[config.mk]
export PLATFORM = sky130hd
export DESIGN_NAME = acq_sequencer
export DESIGN_NICKNAME = d
export VERILOG_FILES = /design/src/rtl/acq_sequencer.sv
export SDC_FILE = /design/constraint.sdc
export NUM_CORES = 1
export LEC_CHECK = 0
export CAP_MARGIN = 20
export CORE_MARGIN = 5
export CORE_UTILIZATION = 50
export CTS_CLUSTER_DIAMETER = 60
export DETAILED_ROUTE_END_ITERATION = 16
export GPL_ROUTABILITY_DRIVEN = 1
export PLACE_DENSITY = 0.85
export SKIP_CTS_REPAIR_TIMING = 1
export SYNTH_ARGS = -nofsm -noshare
export SYNTH_HDL_FRONTEND = slang
export SYNTH_SLANG_ARGS = --single-unit
[constraint.sdc]
create_clock -name clk -period 7 [get_ports clk]
set_clock_uncertainty 0.15 [all_clocks]
set_input_delay 1.4 -clock clk [delete_from_list [all_inputs] [get_ports clk]]
set_output_delay 1.4 -clock clk [all_outputs]
set_load 0.02 [all_outputs]
[src/rtl/acq_sequencer.sv]
// Acquisition sequencer for the event tagger: clear -> arm -> capture window -> flush -> done,
// plus saturating counters for accepted and lost tagger records.
module acq_sequencer #(
    parameter int unsigned CLEAR_CYCLES = 2,
    parameter int unsigned FLUSH_CYCLES = 4
) (
    input  logic        clk,
    input  logic        reset,
    input  logic        cmd_start,
    input  logic        cmd_stop,
    input  logic [31:0] acq_length,
    input  logic [15:0] arm_delay,
    input  logic        record_rdy,
    input  logic        fifo_full,
    output logic        reset_counter,
    output logic        counter_operate,
    output logic        capture_operate,
    output logic        busy,
    output logic        done,
    output logic        overflow,
    output logic [2:0]  state,
    output logic [31:0] record_count,
    output logic [15:0] lost_count
);

    localparam int unsigned WIN_W  = 32;
    localparam int unsigned TMR_W  = 16;
    localparam int unsigned REC_W  = 32;
    localparam int unsigned LOST_W = 16;

    typedef enum logic [2:0] {
        S_IDLE  = 3'd0,
        S_CLEAR = 3'd1,
        S_ARM   = 3'd2,
        S_RUN   = 3'd3,
        S_FLUSH = 3'd4,
        S_DONE  = 3'd5
    } state_t;

    typedef struct packed {
        logic rst;
        logic cnt;
        logic cap;
        logic busy;
        logic done;
    } ctl_t;

    // Tagger controls are loaded together with the state they belong to.
    function automatic ctl_t decode(input state_t s);
        ctl_t c;
        c = '0;
        case (s)
            S_CLEAR: begin c.rst = 1'b1; c.busy = 1'b1; end
            S_ARM:   begin c.cnt = 1'b1; c.busy = 1'b1; end
            S_RUN:   begin c.cnt = 1'b1; c.cap = 1'b1; c.busy = 1'b1; end
            S_FLUSH: begin c.cnt = 1'b1; c.busy = 1'b1; end
            S_DONE:  begin c.done = 1'b1; c.busy = 1'b1; end
            default: c = '0;
        endcase
        return c;
    endfunction

    state_t              state_q;
    ctl_t                ctl_q;
    logic [TMR_W-1:0]    tmr_q;
    logic [WIN_W-1:0]    win_q;
    logic [WIN_W-1:0]    len_q;
    logic [TMR_W-1:0]    arm_q;
    logic [REC_W-1:0]    rec_q;
    logic [LOST_W-1:0]   lost_q;
    logic                ovf_q;
    logic                count_en_c;

    assign count_en_c = (state_q == S_RUN) || (state_q == S_FLUSH);

    always_ff @(posedge clk or posedge reset) begin
        if (reset) begin
            state_q <= S_IDLE;
            ctl_q   <= '0;
            tmr_q   <= '0;
            win_q   <= '0;
            len_q   <= '0;
            arm_q   <= '0;
            rec_q   <= '0;
            lost_q  <= '0;
            ovf_q   <= 1'b0;
        end else begin
            case (state_q)
                S_IDLE: begin
                    if (cmd_start && !cmd_stop) begin
                        state_q <= S_CLEAR;
                        ctl_q   <= decode(S_CLEAR);
                        tmr_q   <= '0;
                        len_q   <= acq_length;
                        arm_q   <= arm_delay;
                        rec_q   <= '0;
                        lost_q  <= '0;
                        ovf_q   <= 1'b0;
                    end
                end
                S_CLEAR: begin
                    if (cmd_stop) begin
                        state_q <= S_IDLE;
                        ctl_q   <= decode(S_IDLE);
                    end else if (tmr_q == TMR_W'(CLEAR_CYCLES - 1)) begin
                        state_q <= S_ARM;
                        ctl_q   <= decode(S_ARM);
                        tmr_q   <= '0;
                    end else begin
                        tmr_q <= tmr_q + TMR_W'(1);
                    end
                end
                S_ARM: begin
                    // A zero arm delay still spends one cycle in ARM.
                    if (cmd_stop) begin
                        state_q <= S_IDLE;
                        ctl_q   <= decode(S_IDLE);
                    end else if ((arm_q == '0) || (tmr_q == arm_q - TMR_W'(1))) begin
                        state_q <= S_RUN;
                        ctl_q   <= decode(S_RUN);
                        win_q   <= '0;
                    end else begin
                        tmr_q <= tmr_q + TMR_W'(1);
                    end
                end
                S_RUN: begin
                    if (cmd_stop || ((len_q != '0) && (win_q == len_q - WIN_W'(1)))) begin
                        state_q <= S_FLUSH;
                        ctl_q   <= decode(S_FLUSH);
                        tmr_q   <= '0;
                    end else begin
                        win_q <= win_q + WIN_W'(1);
                    end
                end
                S_FLUSH: begin
                    if (tmr_q == TMR_W'(FLUSH_CYCLES - 1)) begin
                        state_q <= S_DONE;
                        ctl_q   <= decode(S_DONE);
                    end else begin
                        tmr_q <= tmr_q + TMR_W'(1);
                    end
                end
                S_DONE: begin
                    state_q <= S_IDLE;
                    ctl_q   <= decode(S_IDLE);
                end
                default: begin
                    state_q <= S_IDLE;
                    ctl_q   <= '0;
                end
            endcase

            // Record accounting only while the tagger counter is live.
            if (count_en_c && record_rdy) begin
                if (!fifo_full) begin
                    if (rec_q != '1) rec_q <= rec_q + REC_W'(1);
                end else begin
                    if (lost_q != '1) lost_q <= lost_q + LOST_W'(1);
                    ovf_q <= 1'b1;
                end
            end
        end
    end

    assign state           = state_q;
    assign reset_counter   = ctl_q.rst;
    assign counter_operate = ctl_q.cnt;
    assign capture_operate = ctl_q.cap;
    assign busy            = ctl_q.busy;
    assign done            = ctl_q.done;
    assign overflow        = ovf_q;
    assign record_count    = rec_q;
    assign lost_count      = lost_q;

endmodule
Word level (Yosys, flattened, before mapping)
Cells that the tools add are included.

storage, ports and cells
  register bits = 153
  input bits = 54
  output and inout port bits = 57
  word-level logic and storage cells = 98

cells by class
  $add $sub $neg = 6
  equal/unequal tests = 21
  mux-type cells = 42
  reductions and logical operators = 16

operators by type and width
  cell                                                                    number
  32-bit 2-to-1 mux                                                       8
  16-bit 2-to-1 mux                                                       12
  16-bit case mux with 5 select lines                                     1
  32-bit by 1-bit adder with 32-bit output, second input constant         2
  32-bit case mux with 2 select lines                                     1
  5-bit 2-to-1 mux                                                        7
  16-bit by 1-bit adder with 16-bit output, second input constant         2
  32-bit equality test                                                    1
  32-bit != test, second input constant                                   1
  32-bit nonzero test                                                     1
  32-bit by 1-bit subtractor with 32-bit output, second input constant    1
  5-bit case mux with 5 select lines                                      1
  3-bit 2-to-1 mux                                                        7
  16-bit by 1-bit equality test with 1-bit output, second input constant  1
  16-bit equality test                                                    1
  16-bit by 2-bit equality test with 1-bit output, second input constant  1
  16-bit logical NOT                                                      1
  16-bit != test, second input constant                                   1
  16-bit by 1-bit subtractor with 16-bit output, second input constant    1
  3-bit case mux with 5 select lines                                      1
  2-bit != test, second input constant                                    7
  7-bit AND reduction                                                     1
  3-bit by 2-bit equality test with 1-bit output, second input constant   2
  3-bit != test, second input constant                                    2
  other kinds (13)                                                        21

Depth between registers and ports, before layout
Gate-level depths: netlist of run 1.

  depth after elaboration = 7
  mapped depth = 15
  mapped depth without buffers = 12

Worst setup path after synthesis of run 1
No wires, ideal clock.

  path type = register to register
  start = register len_q[0]
  end = register ctl_q, in the netlist counter_operate
  setup time = 125 ps
  data arrival time = 3670 ps
  required time = 6725 ps
  path slack = 3055 ps
  cell stages (with the launch flop) = 16
  buffers on the path = 3
  clock period less this slack = 3945 ps
  path through = dfrtp_1 inv_1 ha_1 nor3b_1 nand4b_1 clkbuf_1 or4_1 a22oi_1 nand4_1 nor4_1 and4_1 buf_4 nor2_2 or3_1 buf_2 mux2_4

on the way
  longest elaborated chain between the ends = 6
  elaborated cells on any way between the ends = 7
  classes of those cells = 1 x add/sub; 2 x eq/ne; 4 x reduce/logical

ends and longest elaborated chain
  what                                                         RTL line  RTL
  from (decl)                                                  67        logic [WIN_W-1:0] len_q;
  from (signal assigned)                                       94        len_q <= acq_length;
  32-bit by 1-bit subtractor with 32-bit output                127       if (cmd_stop || ((len_q != '0) && (win_q == len_q - WIN_W'(1)))) begin
  32-bit equality test                                         127
  1-bit logical AND *                                          127
  1-bit logical OR *                                           127
  2-bit by 1-bit != test with 1-bit output (no source line) *  --
  5-bit AND reduction (no source line) *                       --
  to (signal assigned)                                         129       ctl_q <= decode(S_FLUSH);
  to (signal assigned)                                         138       ctl_q <= decode(S_DONE);
  to (signal assigned)                                         145       ctl_q <= decode(S_IDLE);
  to (decl)                                                    64        ctl_t ctl_q;

Every way passes the cells marked *; elsewhere a longest branch is shown, timed or not.
A chain may end at the register's enable or synchronous reset.

Final worst setup path of run 1
  start = register len_q[0]
  end = register tmr_q[12]

on the way
  longest elaborated chain between the ends = 6
  elaborated cells on any way between the ends = 7
  classes of those cells = 1 x add/sub; 2 x eq/ne; 4 x reduce/logical

ends and longest elaborated chain
  what                                                         RTL line  RTL
  32-bit by 1-bit subtractor with 32-bit output                127
  32-bit equality test                                         127
  1-bit logical AND *                                          127
  1-bit logical OR *                                           127
  2-bit by 1-bit != test with 1-bit output (no source line) *  --
  7-bit AND reduction (no source line) *                       --
  to (signal assigned)                                         110       tmr_q <= tmr_q + TMR_W'(1);
  to (signal assigned)                                         123       tmr_q <= tmr_q + TMR_W'(1);
  to (signal assigned)                                         140       tmr_q <= tmr_q + TMR_W'(1);
  to (decl)                                                    65        logic [TMR_W-1:0] tmr_q;

Marks and branches as above.

==> results.py, run 1 <==
metrics = {
    "run_status": {
        "status": "finished clean",
    },
    "clock_tree": {
        "root_buffer": "clkbuf_16",
        "insertion_delay_ns": 0.43,
        "htreeDepth": 4,
        "cts_tree": "built",
        "cts.sinks": 153,
        "clk_path_buf_depth": 2,
        "cts_buffers": 17,
        "clkTransAtPathRegs_ns": 0.07,
    },
    "cells_and_area": {
        "fin_nets": 1191,
        "ff_latch_area_um2": 3830,
        "fin_area_um2": 10800,
        "diodes": 0,
        "synthToLayoutAreaGrowth_pct": 20.9,
        "drive_gt1_share_pct": 5.25,
        "multi_input_area_um2": 4790,
        "nFillCells": 1434,
    },
    "worst_setup_path": {
        "cp_common_cell": "nand4b_1",
        "cp_slowest_stage_delay_ns": 0.68,
        "path_cells": "inv_1 > ha_1 > nor3b_1 > nand4b_1 > or4_1 > a22oi_1 > nand4b_1 > nor4_1 > and4_1 > buf_4 > o21ai_1 > o21ai_0 > o31ai_1",
        "critPathMaxFanout": 18,
        "cp_slowest_cell": "nor3b_1",
        "cp.arrival_ns": 5.49,
        "worstSetupStartpointType": "flop",
        "crit_buf_inv": 2,
        "path_class": "flop to flop",
        "worstPathRequired_ns": 7.15,
        "critical-path-top-delay-family": "simple AND/OR/NAND/NOR gates",
        "end_kind": "flop",
    },
    "routing": {
        "vias": 7984,
        "drc_errors": 0,
        "dr.first_iter.drc_count": 540,
        "avgViaCountPerCell": 5.84,
        "wl_per_cell_um": 16.2,
        "wl_um": 22200,
        "dr.pass1.iters": 5,
        "final_antenna_net_count": 0,
    },
    "sta": {
        "slew_headroom_pct": 26.1,
        "worst_slew_pin_slew_ns": 1.10,
        "fmax_mhz": 187,
        "finalCriticalPeriod_ns": 5.34,
        "rsz0062_at_grt": "no",
        "hold_slack_ns": 0.327,
        "fin_crit_sh_pct": 76.3,
        "slew_violations": 0,
        "hold_violations": 0,
        "fin_ws_ns": 1.66,
        "finalSetupTns_ns": 0,
        "setup_viol": 0,
    },
    "power": {
        "ir_worst_vdd_mv": 0.194,
        "p_leak_nw": 4.61,
        "pwr_density_cell_nw_per_um2": 321,
    },
    "logic_synthesis": {
        "ys_top_cells_by_area": "dfrtp_1 (43%), nand2_1 (8.1%), xnor2_1 (7.0%)",
        "syn-cell-area_um2": 8900,
        "async_reset_ff_share_pct": 100,
        "synth_seq_area_share_pct": 43.0,
        "yosysMostFrequentCell": "nand2_1",
        "syn_inst": 1049,
        "synth_common_cells": "nand2_1 (192), dfrtp_1 (153), nor2_1 (92)",
        "synth_edf_count": 0,
        "synth_top_cell_by_area": "dfrtp_1",
        "avgSynthCellArea_um2": 8.48,
        "synth_cell_types": 60,
        "synth_nets": 1110,
        "synth_ff_type": "dfrtp_1",
        "ys_warn_count": 0,
        "yosysTopAreaCellShare_pct": 43.0,
        "ys_ff_latch": 153,
    },
    "floorplanning": {
        "fp.dieH_um": 143,
        "design.core.area_um2": 17400,
        "num_rows": 48,
        "initial_core_util_pct": 51.3,
        "die_area_um2": 20600,
        "ios": 111,
        "dieWidth_um": 143,
    },
    "placement": {
        "place_area_um2": 10100,
        "hpwl_um": 15400,
        "port-buffer-count": 110,
        "place_congestion": 0.890,
        "dp_slack_ns": 1.86,
    },
    "global_routing": {
        "overflow": 0,
        "grt_pass1_wl_um": 37100,
        "grt_pass1_vias": 7554,
        "grt_max_degree": 108,
        "grt_usage_pct": 22.1,
        "antenna_found_initial": 0,
    },
    "job": {
        "maxCapViolations": 0,
    },
    "hold_path": {
        "hold_path.class": "flop to flop",
    },
}
[cell type report]
class	count	share of cell area (%)
clock inverters	15	1.50
multi-input cells	820	44.5
inverters	21	0.779
flip-flops and latches	153	35.6
repair buffers	117	11.1
well taps	225	2.62
clock buffers	17	3.95
[worst register-to-register path, cell delays in order, from the launching register on]
cell      delay, ns
dfrtp_1        0.43
inv_1          0.09
ha_1           0.22
nor3b_1        0.68
nand4b_1       0.58
or4_1          0.65
a22oi_1        0.19
nand4b_1       0.12
nor4_1         0.28
and4_1         0.66
buf_4          0.33
o21ai_1        0.37
o21ai_0        0.36
o31ai_1        0.13
[state kept, by name (all words and copies together), names as in the netlist]
name	count
arm_q	16
busy	1
capture_operate	1
counter_operate	1
done	1
len_q	32
lost_count	16
overflow	1
record_count	32
reset_counter	1
state	3
tmr_q	16
win_q	32
[stage by stage]
stage | util, % | std cells | power [W]
3_3_place_gp | 58.3 | 1334 | 0.00250
4_1_cts | 61.7 | 1366 | 0.00346
2_1_floorplan | - | 1049 | 0.00219
5_1_grt | 62.0 | 1368 | 0.00369
3_5_place_dp | 58.3 | 1334 | 0.00253
6_report | 62.0 | 1368 | 0.00345
[where the power goes]
group          internal, W  switching (W)  leakage [nW]
clock network     0.000503       0.000409         0.271
logic             0.000514       0.000706          2.29
registers          0.00105       0.000269          2.05
total              0.00207        0.00138          4.61
[cells by family (layout without fill, tap and decap cells)]
logic type,after synthesis,after routing,share of synthesized area [%]
mux,15,15,1.88
fa+ha+maj,7,7,0.984
compound gates,154,154,10.9
xor+xnor,110,110,10.8
flops,153,153,43.0
buf+inv,76,170,3.26
simple gates,534,534,29.1
[path summary, 6_finish.rpt]
path | startpoint | to | slack, ns | depth (start not counted)
max in group asynchronous | reset | len_q[20] | 4.84 | 3
min in group asynchronous | reset | len_q[29] | 1.08 | 2
worst min register to register | overflow | overflow | 0.33 | 2
worst max register to register | len_q[0] | tmr_q[12] | 1.66 | 13
worst min-delay path | overflow | overflow | 0.33 | 2
worst max-delay path | len_q[0] | tmr_q[12] | 1.66 | 13
[per-layer routing]
metal | vias to the layer above | track usage, % | part of all wire (%)
met5 | - | 0 | 0
met4 | 0 | 6.69 | 1.6
met3 | 33 | 6.39 | 7.2
met2 | 277 | 35.5 | 47
met1 | 3820 | 29.3 | 44
li1 | 3854 | - | -
[cell usage in the layout, fill, tap and decap left out, types with 7 or more instances in the layout]
| cell type | n |
|---|---|
| nand2_1 | 192 |
| dfrtp_1 | 153 |
| clkdlybuf4s50_1 | 110 |
| nor2_1 | 92 |
| xnor2_1 | 71 |
| nand3_1 | 63 |
| o21ai_0 | 60 |
| xor2_1 | 39 |
| nor3_1 | 38 |
| nand4_1 | 28 |
| o31ai_1 | 25 |
| and3_1 | 24 |
| nor4_1 | 21 |
| inv_1 | 20 |
| a21oi_1 | 19 |
| clkbuf_16 | 17 |
| or4_1 | 13 |
| a31oi_1 | 10 |
| or3_1 | 9 |
| and4_1 | 8 |
| mux2i_1 | 7 |
| ha_1 | 7 |
(Power assumes the default switching activity.)
==> run 2, diff against run 1 <==
==> constraint.sdc (replaced) <==
create_clock -name clk -period 5.5 [get_ports clk]
set_clock_uncertainty 0.15 [all_clocks]
set_input_delay 1.1 -clock clk [delete_from_list [all_inputs] [get_ports clk]]
set_output_delay 1.1 -clock clk [all_outputs]
set_load 0.02 [all_outputs]
==> results.py, run 2 (synthesis results as in run 1) <==
metrics = {
    "run_status": {
        "status": "finished clean",
    },
    "clock_tree": {
        "insertion_delay_ns": 0.43,
        "cts_buffers": 17,
        "htreeDepth": 4,
        "clkTransAtPathRegs_ns": 0.07,
        "clk_path_buf_depth": 2,
        "cts.sinks": 153,
        "root_buffer": "clkbuf_16",
        "cts_tree": "built",
    },
    "routing": {
        "wl_um": 22800,
        "vias": 7929,
        "final_antenna_net_count": 0,
        "dr.pass1.iters": 7,
        "dr.first_iter.drc_count": 391,
        "wl_per_cell_um": 16.6,
        "drc_errors": 0,
        "avgViaCountPerCell": 5.79,
    },
    "placement": {
        "hpwl_um": 15900,
        "port-buffer-count": 110,
        "dp_cells": 1338,
        "place_area_um2": 10200,
        "place_congestion": 0.882,
    },
    "floorplanning": {
        "initial_core_util_pct": 51.3,
        "die_area_um2": 20600,
        "ios": 111,
        "fp.dieH_um": 143,
        "dieWidth_um": 143,
        "num_rows": 48,
        "design.core.area_um2": 17400,
    },
    "global_routing": {
        "grt_pass1_vias": 7656,
        "grt_max_degree": 98,
        "antenna_found_initial": 0,
        "grt_pass1_wl_um": 38500,
        "grt_usage_pct": 23.0,
        "overflow": 0,
    },
    "sta": {
        "fin_crit_sh_pct": 88.0,
        "finalCriticalPeriod_ns": 4.84,
        "worst_slew_pin_slew_ns": 1.05,
        "hold_violations": 0,
        "finalSetupTns_ns": 0,
        "slew_headroom_pct": 29.4,
        "fmax_mhz": 207,
        "slew_violations": 0,
        "setup_viol": 0,
        "rsz0062_at_grt": "no",
    },
    "cells_and_area": {
        "fin_nets": 1193,
        "nFillCells": 1432,
        "layout_commonest_cell": "nand2_1",
        "final_cell_mix": "nand2_1 (192), dfrtp_1 (153), clkdlybuf4s50_1 (110), nor2_1 (92), xnor2_1 (71)",
        "drive_gt1_share_pct": 5.41,
        "fin_area_um2": 10800,
        "diodes": 0,
        "synthToLayoutAreaGrowth_pct": 20.9,
        "final_cells": 1370,
    },
    "hold_path": {
        "min_from": "overflow",
        "hold_path.class": "flop to flop",
        "hold_path_depth": 2,
    },
    "power": {
        "pwr_density_cell_nw_per_um2": 413,
        "power.total_w": 0.00445,
        "ir_worst_vdd_mv": 0.270,
        "p_leak_nw": 4.63,
    },
    "worst_setup_path": {
        "path_class": "flop to flop",
        "cp-startpoint": "len_q[0]",
        "worst-r2r-cell-count": 13,
        "cp.arrival_ns": 4.99,
        "worstPathRequired_ns": 5.65,
        "r2r-start": "len_q[0]",
        "end_kind": "flop",
        "critPathMaxFanout": 17,
        "worstSetupStartpointType": "flop",
    },
    "job": {
        "maxCapViolations": 0,
    },
}
==> run 2: cell types whose count changed in the layout (fill, tap and decap cells not counted), sizes merged <==
cell,previous run,this run
clkinvlp,5,1
buf,7,9
inv,27,29
bufinv,1,2
clkinv,3,4
==> run 2: report_power, final <==
| group | internal, W | switching, W | leakage [nW] |
|---|---|---|---|
| Sequential | 0.00134 | 0.000345 | 2.05 |
| Clock | 0.000687 | 0.000524 | 0.296 |
| Combinational | 0.000652 | 0.000899 | 2.28 |
| Total | 0.00268 | 0.00177 | 4.63 |
==> run 2: path summary, 6_finish.rpt <==
path                                    end  slack, ns
max                                tmr_q[3]       0.66
min                                overflow       0.33
max reg2reg                        tmr_q[3]       0.66
min reg2reg                        overflow       0.33
max in group asynchronous     lost_count[2]       3.15
min in group asynchronous  record_count[22]       1.08
==> run 2: cell type report <==
cell class	instances	area, um2	share of cell area [%]
tap	225	282	2.62
clock buffer	17	425	3.95
multi-input combinational	820	4790	44.5
clock inverter	15	181	1.69
inverter	21	83.8	0.779
timing repair buffer	119	1170	10.9
sequential	153	3830	35.6
==> run 2: per-stage QoR <==
| step | setup WS (ns) | hold slack (ns) | util (%) |
|---|---|---|---|
| final | 0.662 | 0.328 | 62.0 |
| after global routing | 0.194 | 0.365 | 62.0 |
| after CTS | 0.686 | 0.337 | 62.0 |
| after detailed placement | 0.757 | 0.321 | 58.5 |
| after global placement | 0.914 | 0.316 | 58.5 |
| after floorplan | 0.129 | 0.331 | - |
==> run 2: per-layer routing <==
layer,part of all wire [%],track usage (%),vias to the layer above
met4,1.6,6.99,0
met5,0,0,-
met1,43,30.8,3790
met3,7.5,6.69,28
met2,48,36.4,259
li1,-,-,3852
==> run 2: critical path, cell delays in order, from the launching register on <==
cell	delay, ns
dfrtp_1	0.43
inv_1	0.10
ha_1	0.22
nor3b_1	0.66
nand4b_1	0.56
or4_1	0.64
a22oi_1	0.20
nand4b_1	0.12
nor4_1	0.29
and4_1	0.31
buf_4	0.24
o21ai_1	0.35
o21ai_0	0.32
o31ai_1	0.10
==> run 3, diff against run 2 <==
--- a/config.mk
+++ b/config.mk
@@ -11,6 +11,7 @@
 export CTS_CLUSTER_DIAMETER = 60
 export DETAILED_ROUTE_END_ITERATION = 16
 export GPL_ROUTABILITY_DRIVEN = 1
+export MAX_ROUTING_LAYER = met4
 export PLACE_DENSITY = 0.85
 export SKIP_CTS_REPAIR_TIMING = 1
 export SYNTH_ARGS = -nofsm -noshare
==> results.py, run 3 (synthesis results as in run 1) <==
metrics = {
    "run_status": {
        "status": "finished clean",
    },
    "sta": {
        "finalSetupTns_ns": 0,
        "fin_ws_ns": 0.658,
        "fmax_mhz": 207,
        "slew_headroom_pct": 30.6,
        "setup_viol": 0,
        "fin_crit_sh_pct": 88.0,
        "slew_violations": 0,
        "rsz0062_at_grt": "no",
        "hold_slack_ns": 0.334,
        "finalCriticalPeriod_ns": 4.84,
        "worst_slew_pin_slew_ns": 1.03,
        "hold_violations": 0,
    },
    "placement": {
        "hpwl_um": 15900,
        "place_congestion": 0.896,
        "dp_slack_ns": 0.757,
        "port-buffer-count": 110,
    },
    "cells_and_area": {
        "multi_input_area_um2": 4790,
        "fin_nets": 1193,
        "fin_util_pct": 62.0,
        "layout_commonest_cell": "nand2_1",
        "ff_latch_area_um2": 3830,
        "final_cell_mix": "nand2_1 (192), dfrtp_1 (153), clkdlybuf4s50_1 (110), nor2_1 (92), xnor2_1 (71)",
        "synthToLayoutAreaGrowth_pct": 20.9,
        "diodes": 0,
        "drive_gt1_share_pct": 5.41,
        "nFillCells": 1432,
    },
    "worst_setup_path": {
        "worstSetupStartpointType": "flop",
        "worstPathRequired_ns": 5.65,
        "critPathMaxFanout": 17,
        "end_kind": "flop",
        "path_class": "flop to flop",
        "cp.arrival_ns": 4.99,
    },
    "clock_tree": {
        "insertion_delay_ns": 0.43,
        "clk_path_buf_depth": 2,
        "htreeDepth": 4,
        "root_buffer": "clkbuf_16",
        "clkTransAtPathRegs_ns": 0.07,
        "cts_tree": "built",
        "cts.sinks": 153,
        "cts_buffers": 17,
    },
    "floorplanning": {
        "num_rows": 48,
        "fp.dieH_um": 143,
        "die_area_um2": 20600,
        "initial_core_util_pct": 51.3,
        "ios": 111,
        "design.core.area_um2": 17400,
        "dieWidth_um": 143,
    },
    "routing": {
        "avgViaCountPerCell": 5.81,
        "final_antenna_net_count": 0,
        "wl_per_cell_um": 16.7,
        "wl_um": 22800,
        "dr.first_iter.drc_count": 477,
        "drc_errors": 0,
        "dr.pass1.iters": 7,
        "vias": 7959,
    },
    "hold_path": {
        "hold_path.class": "flop to flop",
    },
    "global_routing": {
        "grt_usage_pct": 23.7,
        "grt_pass1_wl_um": 38500,
        "grt_pass1_vias": 7672,
        "antenna_found_initial": 0,
        "overflow": 0,
        "grt_max_degree": 98,
    },
    "power": {
        "p_leak_nw": 4.63,
        "pwr_density_cell_nw_per_um2": 413,
        "ir_worst_vdd_mv": 0.271,
    },
    "job": {
        "maxCapViolations": 0,
    },
}
-- run 3: cell counts in the layout (fill, tap and decap cells not counted) --
No cell type changed its count.
-- run 3: final timing paths --
check	endpoint	start	cells after the start	slack, ns
setup reg to reg	tmr_q[3]	len_q[0]	13	0.66
setup / recovery	tmr_q[3]	len_q[0]	13	0.66
min in group asynchronous	record_count[22]	reset	2	1.08
hold reg to reg	overflow	overflow	2	0.33
hold / removal	overflow	overflow	2	0.33
max in group asynchronous	lost_count[2]	reset	3	3.16
-- run 3: metal layers --
metal	up-vias	wire [um]	GRT usage (%)
li1	3849	-	-
met4	0	403	7.78
met5	-	0	-
met3	29	1460	5.19
met1	3837	10000	31.5
met2	244	10900	36.4
-- run 3: power breakdown --
part | switching [W] | internal, W | leakage (nW)
sequential | 0.000345 | 0.00134 | 2.05
clock | 0.000521 | 0.000687 | 0.296
combinational | 0.000899 | 0.000652 | 2.28
-- run 3: critical path, cell delays in order, from the launching register on --
cell      delay [ns]
dfrtp_1         0.43
inv_1           0.10
ha_1            0.22
nor3b_1         0.66
nand4b_1        0.57
or4_1           0.64
a22oi_1         0.20
nand4b_1        0.12
nor4_1          0.29
and4_1          0.31
buf_4           0.25
o21ai_1         0.35
o21ai_0         0.32
o31ai_1         0.10
-- run 3: cell type report --
class,count,area share [%]
multi-input combinational,820,44.5
sequential,153,35.6
clock inverter,15,1.69
tap,225,2.62
timing repair buffer,119,10.9
inverter,21,0.779
clock buffer,17,3.95
-- run 3: stage by stage --
stage | std cells | power (W) | area (um2)
after global routing | 1370 | 0.00475 | 10800
after detailed placement | 1338 | 0.00324 | 10200
after floorplan | 1049 | 0.00279 | 8900
after global placement | 1338 | 0.00318 | 10200
after CTS | 1370 | 0.00447 | 10800
final | 1370 | 0.00444 | 10800
